$ cat src/rtl/mem_arbiter_if.sv
// Bundle of the fetch, load/store and byte-wide RAM signals around mem_arbiter.
// The arbiter takes the slave view; the pipeline/RAM side takes the master view.
interface mem_arbiter_if;
  logic        if_req;
  logic [31:0] if_addr;
  logic        if_cancel;
  logic        if_ack;
  logic [31:0] if_data;

  logic        mem_req;
  logic        mem_we;
  logic [1:0]  mem_size;
  logic [31:0] mem_addr;
  logic [31:0] mem_wdata;
  logic        mem_ack;
  logic [31:0] mem_rdata;

  logic [31:0] ram_a;
  logic [7:0]  ram_dout;
  logic        ram_wr;
  logic [7:0]  ram_din;

  logic        stallreq_if;
  logic        stallreq_mem;

  modport slave (
    input  if_req, if_addr, if_cancel, mem_req, mem_we, mem_size, mem_addr, mem_wdata, ram_din,
    output if_ack, if_data, mem_ack, mem_rdata, ram_a, ram_dout, ram_wr, stallreq_if, stallreq_mem
  );

  modport master (
    output if_req, if_addr, if_cancel, mem_req, mem_we, mem_size, mem_addr, mem_wdata, ram_din,
    input  if_ack, if_data, mem_ack, mem_rdata, ram_a, ram_dout, ram_wr, stallreq_if, stallreq_mem
  );
endinterface

$ cat src/rtl/mem_arbiter.sv
// Byte-serial controller sharing one 8-bit RAM port between instruction fetch and
// load/store; serializes 1/2/4-byte accesses and assembles little-endian words.
module mem_arbiter (
  input  logic         clk,
  input  logic         rst,
  mem_arbiter_if.slave bus
);

  typedef enum logic [1:0] {S_IDLE, S_READ, S_WRITE, S_DONE} state_e;
  typedef enum logic {OWN_IF, OWN_MEM} owner_e;

  state_e      state_q, state_d;
  owner_e      owner_q, owner_d;
  logic [31:0] base_q, base_d;
  logic [31:0] wdata_q, wdata_d;
  logic [31:0] buf_q, buf_d;
  logic [31:0] if_data_q, if_data_d;
  logic [31:0] mem_rdata_q, mem_rdata_d;
  logic [2:0]  n_q, n_d;
  logic [2:0]  cnt_q, cnt_d;
  logic        we_q, we_d;

  logic        if_ack;
  logic        mem_ack;
  logic        load_ack;
  logic [2:0]  mem_n;
  logic [1:0]  rd_byte;
  logic [31:0] ram_a;
  logic [7:0]  ram_dout;
  logic        ram_wr;

  assign mem_n   = (bus.mem_size == 2'd0) ? 3'd1 :
                   (bus.mem_size == 2'd1) ? 3'd2 : 3'd4;
  // RAM data lags the address by a cycle, so the byte arriving now belongs to cnt-1.
  assign rd_byte = 2'(cnt_q - 3'd1);

  assign if_ack   = (state_q == S_DONE) && (owner_q == OWN_IF) && !bus.if_cancel;
  assign mem_ack  = (state_q == S_DONE) && (owner_q == OWN_MEM);
  assign load_ack = mem_ack && !we_q;

  always_comb begin
    // NOTE: every variable gets its hold/idle value first so no path can infer a latch.
    state_d     = state_q;
    owner_d     = owner_q;
    base_d      = base_q;
    wdata_d     = wdata_q;
    buf_d       = buf_q;
    if_data_d   = if_data_q;
    mem_rdata_d = mem_rdata_q;
    n_d         = n_q;
    cnt_d       = cnt_q;
    we_d        = we_q;
    ram_a       = '0;
    ram_dout    = '0;
    ram_wr      = 1'b0;

    case (state_q)
      S_IDLE: begin
        if (bus.mem_req) begin
          owner_d = OWN_MEM;
          base_d  = bus.mem_addr;
          wdata_d = bus.mem_wdata;
          n_d     = mem_n;
          we_d    = bus.mem_we;
          cnt_d   = '0;
          buf_d   = '0;
          state_d = bus.mem_we ? S_WRITE : S_READ;
        end else if (bus.if_req && !bus.if_cancel) begin
          owner_d = OWN_IF;
          base_d  = bus.if_addr;
          n_d     = 3'd4;
          we_d    = 1'b0;
          cnt_d   = '0;
          buf_d   = '0;
          state_d = S_READ;
        end
      end

      S_READ: begin
        ram_a = base_q + {29'd0, cnt_q};
        if (owner_q == OWN_IF && bus.if_cancel) begin
          state_d = S_IDLE;
        end else begin
          if (cnt_q != 3'd0) buf_d[{rd_byte, 3'b000} +: 8] = bus.ram_din;
          if (cnt_q == n_q) state_d = S_DONE;
          else              cnt_d   = cnt_q + 3'd1;
        end
      end

      S_WRITE: begin
        ram_a    = base_q + {29'd0, cnt_q};
        ram_dout = wdata_q[{cnt_q[1:0], 3'b000} +: 8];
        ram_wr   = 1'b1;
        if (cnt_q == n_q - 3'd1) state_d = S_DONE;
        else                     cnt_d   = cnt_q + 3'd1;
      end

      S_DONE: begin
        state_d = S_IDLE;
        if (if_ack)   if_data_d   = buf_q;
        if (load_ack) mem_rdata_d = buf_q;
      end

      default: state_d = S_IDLE;
    endcase
  end

  // NOTE: state registers use non-blocking assignments so every flop samples pre-edge values.
  always_ff @(posedge clk or negedge rst) begin
    if (!rst) begin
      state_q     <= S_IDLE;
      owner_q     <= OWN_IF;
      base_q      <= '0;
      wdata_q     <= '0;
      buf_q       <= '0;
      if_data_q   <= '0;
      mem_rdata_q <= '0;
      n_q         <= '0;
      cnt_q       <= '0;
      we_q        <= 1'b0;
    end else begin
      state_q     <= state_d;
      owner_q     <= owner_d;
      base_q      <= base_d;
      wdata_q     <= wdata_d;
      buf_q       <= buf_d;
      if_data_q   <= if_data_d;
      mem_rdata_q <= mem_rdata_d;
      n_q         <= n_d;
      cnt_q       <= cnt_d;
      we_q        <= we_d;
    end
  end

  // Data is presented straight from the assembly buffer during the ack cycle.
  assign bus.if_ack       = if_ack;
  assign bus.if_data      = if_ack ? buf_q : if_data_q;
  assign bus.mem_ack      = mem_ack;
  assign bus.mem_rdata    = load_ack ? buf_q : mem_rdata_q;
  assign bus.ram_a        = ram_a;
  assign bus.ram_dout     = ram_dout;
  assign bus.ram_wr       = ram_wr;
  assign bus.stallreq_if  = bus.if_req & ~if_ack;
  assign bus.stallreq_mem = bus.mem_req & ~mem_ack;

endmodule
$ cat src/flat_wrapper.sv
// flat-port wrapper written by rule: the top's interface ports become plain ports
module mem_arbiter_flat 
  (clk, rst, bus_if_req, bus_if_addr, bus_if_cancel, bus_mem_req, bus_mem_we, bus_mem_size, bus_mem_addr, bus_mem_wdata, bus_ram_din, bus_if_ack, bus_if_data, bus_mem_ack, bus_mem_rdata, bus_ram_a, bus_ram_dout, bus_ram_wr, bus_stallreq_if, bus_stallreq_mem);
  mem_arbiter_if bus_i ();
  input  logic clk;
  input  logic rst;
  input wire logic [$bits(bus_i.if_req)-1:0] bus_if_req;
  input wire logic [$bits(bus_i.if_addr)-1:0] bus_if_addr;
  input wire logic [$bits(bus_i.if_cancel)-1:0] bus_if_cancel;
  input wire logic [$bits(bus_i.mem_req)-1:0] bus_mem_req;
  input wire logic [$bits(bus_i.mem_we)-1:0] bus_mem_we;
  input wire logic [$bits(bus_i.mem_size)-1:0] bus_mem_size;
  input wire logic [$bits(bus_i.mem_addr)-1:0] bus_mem_addr;
  input wire logic [$bits(bus_i.mem_wdata)-1:0] bus_mem_wdata;
  input wire logic [$bits(bus_i.ram_din)-1:0] bus_ram_din;
  output wire logic [$bits(bus_i.if_ack)-1:0] bus_if_ack;
  output wire logic [$bits(bus_i.if_data)-1:0] bus_if_data;
  output wire logic [$bits(bus_i.mem_ack)-1:0] bus_mem_ack;
  output wire logic [$bits(bus_i.mem_rdata)-1:0] bus_mem_rdata;
  output wire logic [$bits(bus_i.ram_a)-1:0] bus_ram_a;
  output wire logic [$bits(bus_i.ram_dout)-1:0] bus_ram_dout;
  output wire logic [$bits(bus_i.ram_wr)-1:0] bus_ram_wr;
  output wire logic [$bits(bus_i.stallreq_if)-1:0] bus_stallreq_if;
  output wire logic [$bits(bus_i.stallreq_mem)-1:0] bus_stallreq_mem;
  assign bus_i.if_req = bus_if_req;
  assign bus_i.if_addr = bus_if_addr;
  assign bus_i.if_cancel = bus_if_cancel;
  assign bus_i.mem_req = bus_mem_req;
  assign bus_i.mem_we = bus_mem_we;
  assign bus_i.mem_size = bus_mem_size;
  assign bus_i.mem_addr = bus_mem_addr;
  assign bus_i.mem_wdata = bus_mem_wdata;
  assign bus_i.ram_din = bus_ram_din;
  assign bus_if_ack = bus_i.if_ack;
  assign bus_if_data = bus_i.if_data;
  assign bus_mem_ack = bus_i.mem_ack;
  assign bus_mem_rdata = bus_i.mem_rdata;
  assign bus_ram_a = bus_i.ram_a;
  assign bus_ram_dout = bus_i.ram_dout;
  assign bus_ram_wr = bus_i.ram_wr;
  assign bus_stallreq_if = bus_i.stallreq_if;
  assign bus_stallreq_mem = bus_i.stallreq_mem;
  mem_arbiter u_core (.clk(clk), .rst(rst), .bus(bus_i));
endmodule
$ cat config.mk
export PLATFORM = sky130hd
export DESIGN_NAME = mem_arbiter_flat
export DESIGN_NICKNAME = d
export VERILOG_FILES = /design/src/rtl/mem_arbiter_if.sv /design/src/rtl/mem_arbiter.sv /design/src/flat_wrapper.sv
export SDC_FILE = /design/constraint.sdc
export NUM_CORES = 1
export LEC_CHECK = 0
export CAP_MARGIN = 0
export CORE_MARGIN = 2
export CORE_UTILIZATION = 45
export DETAILED_ROUTE_END_ITERATION = 10
export PLACE_DENSITY = 0.77
export RECOVER_POWER = 25
export SYNTH_ARGS = -nofsm -noshare
export SYNTH_HDL_FRONTEND = slang
export SYNTH_SLANG_ARGS = --single-unit
$ cat constraint.sdc
create_clock -name clk -period 3.2 [get_ports clk]
set_input_delay 0.64 -clock clk [delete_from_list [all_inputs] [get_ports clk]]
set_output_delay 0.64 -clock clk [all_outputs]
set_load 0.1 [all_outputs]
==> impl_metrics.yaml <==
synthesis:
  synth.net_count: 944
  post-synth-top-count-cell: "dfrtp_1"
  yosysWarnings: 0
  synth_top_area_share: 0.483
  ys_ff_latch: 170
  synth_area_leaders: "dfrtp_1 48%, mux2_2 14%, mux2i_1 6.7%"
  ys.flop_type: "dfrtp_1"
  yosysSeqAreaShare: 0.483
  ys_async_sr_fraction: 1.00
  synth_edf_count: 0
  syn_inst: 816
  syn_area_sq_mm: 0.00881
  yosys.area.top_type: "dfrtp_1"
  ys_top_cells_by_count: "170 x dfrtp_1, 111 x mux2_2, 110 x nand2_1"
  avgSynthCellArea_sq_um: 10.8
  ys_types: 45
worst_setup_path:
  rrSetupSlack_ns: 0.69
  cp_max_fo: 3
  r2r-start: "u_core.cnt_q[0]"
  critPathCaptureType: "primary output"
  critPathMaxStageDelay_ns: 0.45
  cp_slowest_cell: "or4_4"
  setup.worst_path.start_class: "flip-flop"
  worstPathCellList: "ha_2, inv_2, fa_2, nor2b_4, o21ai_2, or4_4, or3_4, a21oi_4, buf_12"
  crit_path_end: "bus_ram_a[30]"
  worstPathArrival_ns: 2.76
  r2r_cells: 10
  startpoint: "u_core.base_q[0]"
  cp.required_ns: 2.56
  timing.rr.end: "u_core.buf_q[4]"
  critical_path_class: "flip-flop to primary output"
power:
  leakage_nw: 5.91
  powerDensity_mw_per_mm2: 1070
  vdd_ir_drop_max_uv: 1010
  fin_total_pwr_mw: 14.7
clock_tree:
  root_buffer: "clkbuf_16"
  hold_buffers: 0
  clk_pin_slew_ns: 0.07
  cts.sinks: 170
  clk_latency_ns: 0.43
  cts-buffers-inserted: 17
  clock_path_buffers: 2
  ctsHtreeMaxLevel: 4
  cts_tree: "yes"
sta:
  whs_ns: 0.496
  finalCritPeriodShare: 1.06
  setup-tns-final_ns: -1.11
  min_period_ns: 3.40
  drv_slew: 63
  tightest_slew_ns: 1.57
  max_freq_mhz: 294
  slew_headroom: -0.0445
  skew_ns: 0.00875
  setup_viol: 12
  fin_ws_ns: -0.204
  finalHoldViolCount: 0
  rsz0062_at_grt: "yes"
layout:
  regArea_sq_mm: 0.00426
  n_fill_cell: 1343
  multi_input_area_sq_mm: 0.00479
  area_growth_pct: 55.6
  fin_util: 0.709
  fin_nets: 1180
  drive_gt1_frac: 0.377
  design_area_sq_mm: 0.0137
  diodes: 0
grt:
  grt_max_degree: 68
  overflow: 0
  first_global_vias: 7346
  grt.total_usage: 0.241
  grt_first_pass_wirelength_microns: 38500
  antenna_found_initial: 0
route:
  via_per_inst: 5.34
  final_antenna_net_count: 0
  firstDrtPassIters: 4
  drt_iter0_drc: 362
  avgRoutedWirePerCell_microns: 18.4
  finalWirelength_microns: 24500
  drc: 0
  vias: 7101
run:
  drv_cap: 1
placed_design:
  port_buffers: 220
  place.gp.congestion: 0.812
  place_hpwl_microns: 16900
  placed_area_sq_mm: 0.0128
die:
  die_area_sq_mm: 0.0207
  die_w_microns: 144
  num_rows: 51
  io_pins: 221
  coreArea_sq_mm: 0.0193
  start_util: 0.456
  fp.dieH_microns: 144
outcome:
  outcome: "complete, but fails checks"
  violations: "capacitance limit, slew limit, setup timing"
worst_hold_path:
  min-delay-path-class: "flip-flop to flip-flop"
per-layer routing:
metal	share of wire	vias to the layer above	track usage	wire length (microns)
met5	0	-	0	0
met4	0.015	0	0.0681	361
met3	0.059	29	0.0636	1450
li1	-	3327	-	-
met2	0.51	226	0.410	12600
met1	0.41	3519	0.303	10100
what timing repair did:
action | CTS | global route
pin swaps | 15 | 18
buffers inserted | 14 | 5
endpoints found under the hold margin | 0 | 0
setup endpoints to repair | 17 | 19
resized for setup | 23 | 21
worst max-delay path: cells and delay by family, from the launching register on:
kind | cells | cell delay (ns)
and+or+nand+nor | 3 | 0.95
adders and majority gates | 2 | 0.55
DFF | 1 | 0.37
buffers and inverters | 2 | 0.23
AOI/OAI and AO/OA | 2 | 0.23
flip-flops by register name, summed over array words and instances, names as in the netlist:
register	count
u_core.mem_rdata_q	32
u_core.n_q	3
u_core.wdata_q	32
u_core.state_q	2
u_core.if_data_q	32
u_core.we_q	1
u_core.cnt_q	3
u_core.base_q	32
u_core.buf_q	32
u_core.owner_q	1
worst min path at each step:
stage / slack, ns / cells past startpoint / end / start
after floorplan: 0.34 / 0 / u_core.base_q[0] / rst
after global placement: 0.47 / 2 / u_core.base_q[0] / u_core.base_q[0]
after detailed placement: 0.48 / 2 / u_core.base_q[2] / u_core.base_q[2]
after CTS: 0.20 / 1 / u_core.if_data_q[0] / rst
after global routing: 0.51 / 1 / u_core.wdata_q[9] / u_core.wdata_q[9]
final: 0.50 / 2 / u_core.mem_rdata_q[17] / u_core.mem_rdata_q[17]
per-stage QoR:
stage | setup WS [ns] | instances
2_1_floorplan | -0.0902 | 816
3_3_place_gp | 0.159 | 1279
3_5_place_dp | 0.121 | 1279
4_1_cts | -0.211 | 1325
5_1_grt | -0.275 | 1330
6_report | -0.204 | 1330
report_power, final:
part,internal (mW),switching (mW)
sequential,2.81,0.543
clock,1.20,0.911
combinational,3.39,5.79
final cells by class:
class	instances	area share
tap	265	0.0242
clock buffer	20	0.0333
multi-input combinational	566	0.349
inverter	37	0.0101
sequential	170	0.310
timing repair buffer	260	0.263
clock inverter	12	0.0101
cells by family after synthesis:
kind of cell,share of synthesized area
AOI/OAI and AO/OA,0.0818
adders and majority gates,0.0236
xor gates and xnor gates,0.0274
DFF,0.483
muxes,0.229
and+or+nand+nor,0.120
buffers and inverters,0.0349
placed cells by master, fill, tap and decap left out, types with 8 or more instances in the layout:
master           instances
and2_1                  11
nor2_2                  14
buf_4                   33
inv_1                   34
mux2i_1                 59
clkbuf_16               17
o21ai_2                 23
o21ai_0                 65
ha_1                    14
clkdlybuf4s50_1        109
a22o_1                   8
nor2_4                   8
buf_12                 109
nand2_1                108
mux4_2                   8
nand3_1                 12
dfrtp_1                169
xnor2_1                 14
nand2b_1                 8
mux2_2                 111
Note: power is estimated with default switching activity, not from simulation.
